[config.mk]
export PLATFORM = sky130hd
export DESIGN_NAME = init_pop_multi
export DESIGN_NICKNAME = d
export VERILOG_FILES = /design/src/rtl/ga_pkg.sv /design/src/rtl/lfsr_lane.sv /design/src/rtl/init_pop_multi.sv
export SDC_FILE = /design/constraint.sdc
export NUM_CORES = 1
export LEC_CHECK = 0
export ABC_CLOCK_PERIOD_IN_PS = 5500
export CORE_ASPECT_RATIO = 1.2
export CORE_MARGIN = 2
export CORE_UTILIZATION = 50
export DETAILED_ROUTE_END_ITERATION = 16
export HOLD_SLACK_MARGIN = 0.06
export PLACE_DENSITY = 0.79
export SLEW_MARGIN = 20
export SYNTH_ARGS = -nofsm -noshare
export SYNTH_HDL_FRONTEND = slang
export SYNTH_SLANG_ARGS = --single-unit
[constraint.sdc]
create_clock -name clk -period 5.5 [get_ports clk]
set_input_delay 1.1 -clock clk [delete_from_list [all_inputs] [get_ports clk]]
set_output_delay 1.1 -clock clk [all_outputs]
set_load 0.01 [all_outputs]
[src/rtl/ga_pkg.sv]
// Shared GA core definitions: FSM state codes, LFSR constants
// and a constant-evaluable clog2 helper.
package ga_pkg;

   localparam logic [1:0] ST_IDLE = 2'd0;
   localparam logic [1:0] ST_SEED = 2'd1;
   localparam logic [1:0] ST_FILL = 2'd2;
   localparam logic [1:0] ST_DONE = 2'd3;

   localparam logic [31:0] LFSR_POLY   = 32'hA3000000;
   localparam logic [31:0] SEED_SPREAD = 32'h9E3779B9;

   function automatic int clog2(input int v);
      int r;
      r = 0;
      for (int k = 0; k < 32; k++) begin
         if ((1 << r) < v) r = r + 1;
      end
      return r;
   endfunction

endpackage

[src/rtl/lfsr_lane.sv]
// One 32-bit Galois LFSR lane with seed load and zero-seed guard.
// o_word is the low WORD_W bits of the state after the coming step.
module lfsr_lane
   import ga_pkg::*;
#(
   parameter int WORD_W = 8
) (
   input  logic              clk,
   input  logic              reset,
   input  logic              i_load,
   input  logic              i_step,
   input  logic [31:0]       i_seed,
   output logic [WORD_W-1:0] o_word
);

   logic [31:0] r_state;
   logic [31:0] w_next;

   // Galois right-shift step of the current state
   always_comb begin
      w_next = {1'b0, r_state[31:1]}
             ^ (r_state[0] ? LFSR_POLY : 32'h0);
   end

   assign o_word = w_next[WORD_W-1:0];

   // State register: reset to 1, seed load (never 0), or step
   always_ff @(posedge clk) begin
      if (reset) begin
         r_state <= 32'h1;
      end else if (i_load) begin
         r_state <= (i_seed == 32'h0) ? 32'h1 : i_seed;
      end else if (i_step) begin
         r_state <= w_next;
      end
   end

endmodule

[src/rtl/init_pop_multi.sv]
// Multi-lane LFSR population initialiser for the GA core.
// Optional macro INIT_POP_PROGRESS_EN exposes the step counter.
module init_pop_multi
   import ga_pkg::*;
#(
   parameter int POP_SIZE = 32,
   parameter int GENOME_W = 8,
   parameter int LANES    = 4,
   parameter int WORD_W   = 8
) (
   input  logic                         clk,
   input  logic                         reset,
   input  logic                         start,
   input  logic [31:0]                  prg_seed,
   output logic [POP_SIZE*GENOME_W-1:0] population,
`ifdef INIT_POP_PROGRESS_EN
   output logic [clog2(((POP_SIZE*GENOME_W)+(LANES*WORD_W)-1)
                       /(LANES*WORD_W)+1)-1:0] fill_count,
`endif
   output logic                         busy,
   output logic                         done
);

   localparam int TOTAL  = POP_SIZE * GENOME_W;
   localparam int STEP_W = LANES * WORD_W;
   localparam int STEPS  = (TOTAL + STEP_W - 1) / STEP_W;
   localparam int CNT_W  = clog2(STEPS + 1);

   logic [1:0]        r_state;
   logic [CNT_W-1:0]  r_cnt;
   logic [TOTAL-1:0]  r_pop;
   logic [STEP_W-1:0] w_vec;
   logic              w_load;
   logic              w_step;
   logic              w_last;

   assign w_load = (r_state == ST_SEED);
   assign w_step = (r_state == ST_FILL);
   assign w_last = (r_cnt == CNT_W'(STEPS - 1));

   // Lane i seeded with a spread of the base seed
   for (genvar gi = 0; gi < LANES; gi++) begin : g_lane
      localparam logic [31:0] LK = SEED_SPREAD * 32'(gi);
      lfsr_lane #(
         .WORD_W (WORD_W)
      ) u_lane (
         .clk    (clk),
         .reset  (reset),
         .i_load (w_load),
         .i_step (w_step),
         .i_seed (prg_seed ^ LK),
         .o_word (w_vec[gi*WORD_W +: WORD_W])
      );
   end

   // Control FSM, step counter and population shift register
   always_ff @(posedge clk) begin
      if (reset) begin
         r_state <= ST_IDLE;
         r_cnt   <= '0;
         r_pop   <= '0;
      end else begin
         case (r_state)
            ST_IDLE: begin
               if (start) r_state <= ST_SEED;
            end
            ST_SEED: begin
               r_pop   <= '0;
               r_cnt   <= '0;
               r_state <= ST_FILL;
            end
            ST_FILL: begin
               r_pop <= TOTAL'({r_pop, w_vec});
               r_cnt <= r_cnt + CNT_W'(1);
               if (w_last) r_state <= ST_DONE;
            end
            ST_DONE: begin
               r_cnt   <= '0;
               r_state <= ST_IDLE;
            end
            default: r_state <= ST_IDLE;
         endcase
      end
   end

   assign population = r_pop;
   assign busy       = (r_state == ST_SEED) || (r_state == ST_FILL);
   assign done       = (r_state == ST_DONE);

`ifdef INIT_POP_PROGRESS_EN
   assign fill_count = r_cnt;
`endif

endmodule
# Word-level counts from Yosys, hierarchy flattened
# Index checks and enable logic that the tools add are counted.
# word_totals
reg_bits	390
latchBits	0
ram_bits	0
rom_bits	0
inputBits	35
output_inout_bits	258
elab_cells	52
n_memories	0
# classes
addsub	1
mul	0
div	0
magnitude_cmp	0
n_eq_ne	6
shift	0
mux	21
n_bitwise	7
reduce_logical	10
# ops
operator	count
2-to-1 mux 32 bit	16
one-hot mux 256 bit (2 select lines)	1
logical NOT 32 bit	4
XOR 31 x 32 -> 32 bit	4
inverter 20 bit	1
inverter 19 bit	1
inverter 18 bit	1
one-hot mux 2 bit (4 select lines)	1
one-hot mux 4 bit (2 select lines)	1
adder 4 x 1 -> 4 bit, second input constant	1
== test 2 bit, second input constant	2
== test 4 x 3 -> 1 bit, second input constant	1
2-to-1 mux 2 bit	2
inequality test 2 bit, second input constant	2
nonzero test 2 bit	2
== test 2 x 1 -> 1 bit, second input constant	1
logical NOT 2 bit	1
AND reduction 2 bit	1
OR reduction 2 bit	1
logical OR 1 bit	1

# Logic depth before layout (Yosys ltp)
# logic_depth
depth_word	4
depth_mapped	9
depth_no_buf	6

# Cells and area by module
# Synthesis repeated with hierarchy kept, for this count alone.
# hier_totals
hier_cells	1996
hier_area_um2	17426.7
# modules_own_cells
module	instances	cells_each	area_each_um2	seq_area_each_um2
init_pop_multi	1	1204	11005.6	5245.0
lfsr_lane	4	198	1605.3	640.6

# Worst setup path after synthesis
# OpenSTA, ideal clock, no wires.
# synth_path
kind	input port to flip-flop
start	in prg_seed[9]
end	reg g_lane[0].u_lane.r_state[0]
t_arrival_ns	2.172
slack_ns	3.269
cell_stages	3
path_buffers	0
cell_sequence	or4_4 -> or4_1 -> nand2_1
# synth_via
elab_chain_cells	3
# synth_rtl
element	line_no	source
from (decl)	init_pop_multi.sv:14	input logic [31:0] prg_seed,
logical NOT 32 bit	lfsr_lane.sv:32	r_state <= (i_seed == 32'h0) ? 32'h1 : i_seed;
2-to-1 mux 32 bit	lfsr_lane.sv:32	
2-to-1 mux 32 bit	lfsr_lane.sv:31	end else if (i_load) begin
to (signal assigned)	lfsr_lane.sv:32	
to (signal assigned)	lfsr_lane.sv:34	r_state <= w_next;
to (decl)	lfsr_lane.sv:16	logic [31:0] r_state;
# No other way between the ends.
# A chain may end at the register's enable or synchronous reset.

# Worst setup path in the final report
# layout_path
start	reg r_state[0]
end	out busy
# layout_via
elab_chain_cells	2
word_cells_on_any_way	3
cone_classes	eq/ne: 2; reduce/logical: 1
# layout_rtl
element	line_no	source
from (decl)	init_pop_multi.sv:29	logic [1:0] r_state;
from (signal assigned)	init_pop_multi.sv:59	r_state <= ST_IDLE;
from (signal assigned)	init_pop_multi.sv:65	if (start) r_state <= ST_SEED;
from (signal assigned)	init_pop_multi.sv:70	r_state <= ST_FILL;
== test 2 x 1 -> 1 bit or == test 2 bit (tied branches)	init_pop_multi.sv:87	assign busy = (r_state == ST_SEED) || (r_state == ST_FILL);
logical OR 1 bit *	init_pop_multi.sv:87	
to (decl)	init_pop_multi.sv:20	output logic busy,
# Mark *: on every way between the ends. The rest lies on a longest branch, timed or not.

==> out/metrics.yaml <==
placed_design:
  place.gp.congestion: 0.924
  place_hpwl_mm: 29.1
  dp.cells: 2350
  place_area_mm2: 0.0180
  pre_cts_ws_ns: 2.21
  portBuffers: 292
power:
  p_sw_share_pct: 38.8
  vdd_drop_max_v: 0.000946
  clockPowerShare_pct: 29.0
  pwr-share-seq_pct: 36.3
  total_power_mw: 9.36
  intPower_mw: 5.73
  p_comb_share_pct: 34.8
  p_per_area_mw_per_mm2: 485
  p_leak_nw: 6.02
  power.switching_mw: 3.63
final_layout:
  area_growth_pct: 27.8
  nFillCells: 2440
  layout_common_cells: "390 x dfxtp_1, 321 x a21oi_1, 303 x nand2_1"
  final_nets: 2042
  final_cells: 2421
  drive_gt1_share_pct: 4.09
  layout_commonest_cell: "dfxtp_1"
  design_area_mm2: 0.0193
  antenna_cells: 0
  final_core_util_pct: 65.0
synthesis:
  syn-cell-area_mm2: 0.0151
  syn_area_per_cell_um2: 8.25
  ys_types: 39
  synth_seq_area_share_pct: 51.7
  async_reset_ff_share_pct: 0
  synth_nets: 1874
  ys.flop_type: "dfxtp_1"
  yosysWarningCount: 0
  synth-seq-cells: 390
  synth_edf_count: 0
  synthCells: 1833
worst_hold_path:
  hp-class: "flop to flop"
worst_setup_path:
  end_kind: "output port"
  startpoint_type: "flop"
  crit_required_ns: 4.40
  cp_max_fo: 90
  critical_path_class: "flop to output port"
  worstPathArrival_ns: 2.73
route:
  vias: 14025
  firstDrtPassIters: 5
  wl_per_cell_um: 18.5
  wl_met1_mm: 17.8
  wl_met2_mm: 21.9
  drt_iter0_drc: 1479
  vias_per_cell: 5.79
  remaining_drc_errors: 0
  ant_nets: 0
  wl_mm: 44.7
  wl_met3_mm: 3.09
  highest_layer: "met4"
outcome:
  outcome: "finished clean"
global_routing:
  gr-total-overflow: 0
  grt_pass1_vias: 12730
  antenna_found_initial: 0
  grt_pass1_wl_mm: 69.6
  grtUsageTotal_pct: 27.0
  grt_max_degree: 264
sta:
  rsz0062_at_grt: "no"
  fin_worst_skew_ns: 0.0170
  tightest_slew_ns: 1.02
  slew_headroom_pct: 31.7
  max_freq_ghz: 0.261
  finalWorstSetupSlack_ns: 1.67
  hold_violations: 0
  final.period_utilization_pct: 69.6
  fin_crit_ns: 3.83
  setup-tns-final_ns: 0
  setup_viol: 0
  slew_violations: 0
  whs_ns: 0.462
cts:
  cts_root_buf: "clkbuf_16"
  clk_path_buf_depth: 3
  cts_hold_buf: 0
  clk_pin_slew_ns: 0.06
  numCtsBuffers: 39
  clock-sinks: 390
  postCtsSetupBuffers: 0
  cts-resized-gates: 0
  insertion_delay_ns: 0.53
  cts_tree: "yes"
  cts_max_level: 2
floorplan:
  start_util_pct: 50.9
  die_y_um: 194
  dieArea_mm2: 0.0316
  die_x_um: 163
  placementRows: 69
  core_mm2: 0.0297
  ioPinCount: 293
run:
  drv_cap: 0
cells by family (layout without fill, tap and decap cells):
group                      count (synthesis)  count (layout)  synth area share (%)
xor gates and xnor gates                  15              15                 0.869
AOI/OAI and AO/OA                        456             456                  17.7
DFF                                      390             390                  51.7
and+or+nand+nor                          779             779                  24.0
adders and majority gates                  6               6                 0.497
muxes                                      7               7                 0.464
buffers and inverters                    180             378                  4.83
final timing paths:
path                                                                 from                                   endpoint  slack, ns  cells past startpoint
worst max-delay path                              r_state[0]$_SDFFE_PP0P_                                       busy       1.67                      3
worst min-delay path            g_lane[1].u_lane.r_state[29]$_SDFFE_PP0P_  g_lane[1].u_lane.r_state[29]$_SDFFE_PP0P_       0.46                      2
worst max register to register                    r_state[0]$_SDFFE_PP0P_               population[141]$_SDFFE_PP0P_       2.39                      5
worst min register to register  g_lane[1].u_lane.r_state[29]$_SDFFE_PP0P_  g_lane[1].u_lane.r_state[29]$_SDFFE_PP0P_       0.46                      2
per-layer routing:
metal  global-route usage (%)  up-vias
met3                     5.23      103
met1                     33.3     6699
li1                         -     6714
met2                     46.2      509
met4                     11.0        0
met5                        0        -
cell type report:
class,count,area [um2],share of cell area [%]
Sequential cell,390,7810,40.4
Multi-Input combinational cell,1263,6620,34.3
Timing Repair Buffer,304,3040,15.8
Clock buffer,63,1260,6.52
Tap cell,390,488,2.53
Clock inverter,8,82.6,0.428
Inverter,3,18.8,0.0972
power by group through the flow:
stage / combinational (mW) / sequential [mW] / clock (mW)
6_report: 3.25 / 3.40 / 2.71
4_1_cts: 3.21 / 3.39 / 2.75
2_1_floorplan: 2.70 / 3.37 / 0
3_5_place_dp: 3.20 / 3.45 / 0
5_1_grt: 3.58 / 3.43 / 2.86
3_3_place_gp: 3.16 / 3.44 / 0
critical path: stages, from the launching register on:
cell             delay, ns
dfxtp_1               0.44
inv_1                 0.17
ha_4                  0.90
clkdlybuf4s50_1       0.70
cell usage after synthesis, types with 4 or more instances:
cell | number | area share, %
nand2b_1 | 112 | 4.6
o211ai_1 | 63 | 3.1
clkbuf_1 | 138 | 3.4
a311oi_1 | 56 | 3.2
dfxtp_1 | 390 | 52
nor4_1 | 7 | 0.29
a21oi_1 | 321 | 11
nor2_1 | 77 | 1.9
nand4_1 | 4 | 0.17
xor2_1 | 13 | 0.75
a211oi_1 | 5 | 0.25
ha_1 | 6 | 0.50
buf_1 | 10 | 0.25
buf_2 | 27 | 0.89
mux2i_1 | 7 | 0.46
nand2_1 | 303 | 7.5
nand3_1 | 260 | 8.6
registers in the layout, indices dropped and copies added (netlist names):
name and flops:
g_lane.u_lane.r_state 128, population 256, r_cnt 4, r_state 2
Note: power is estimated with default switching activity, not from simulation.
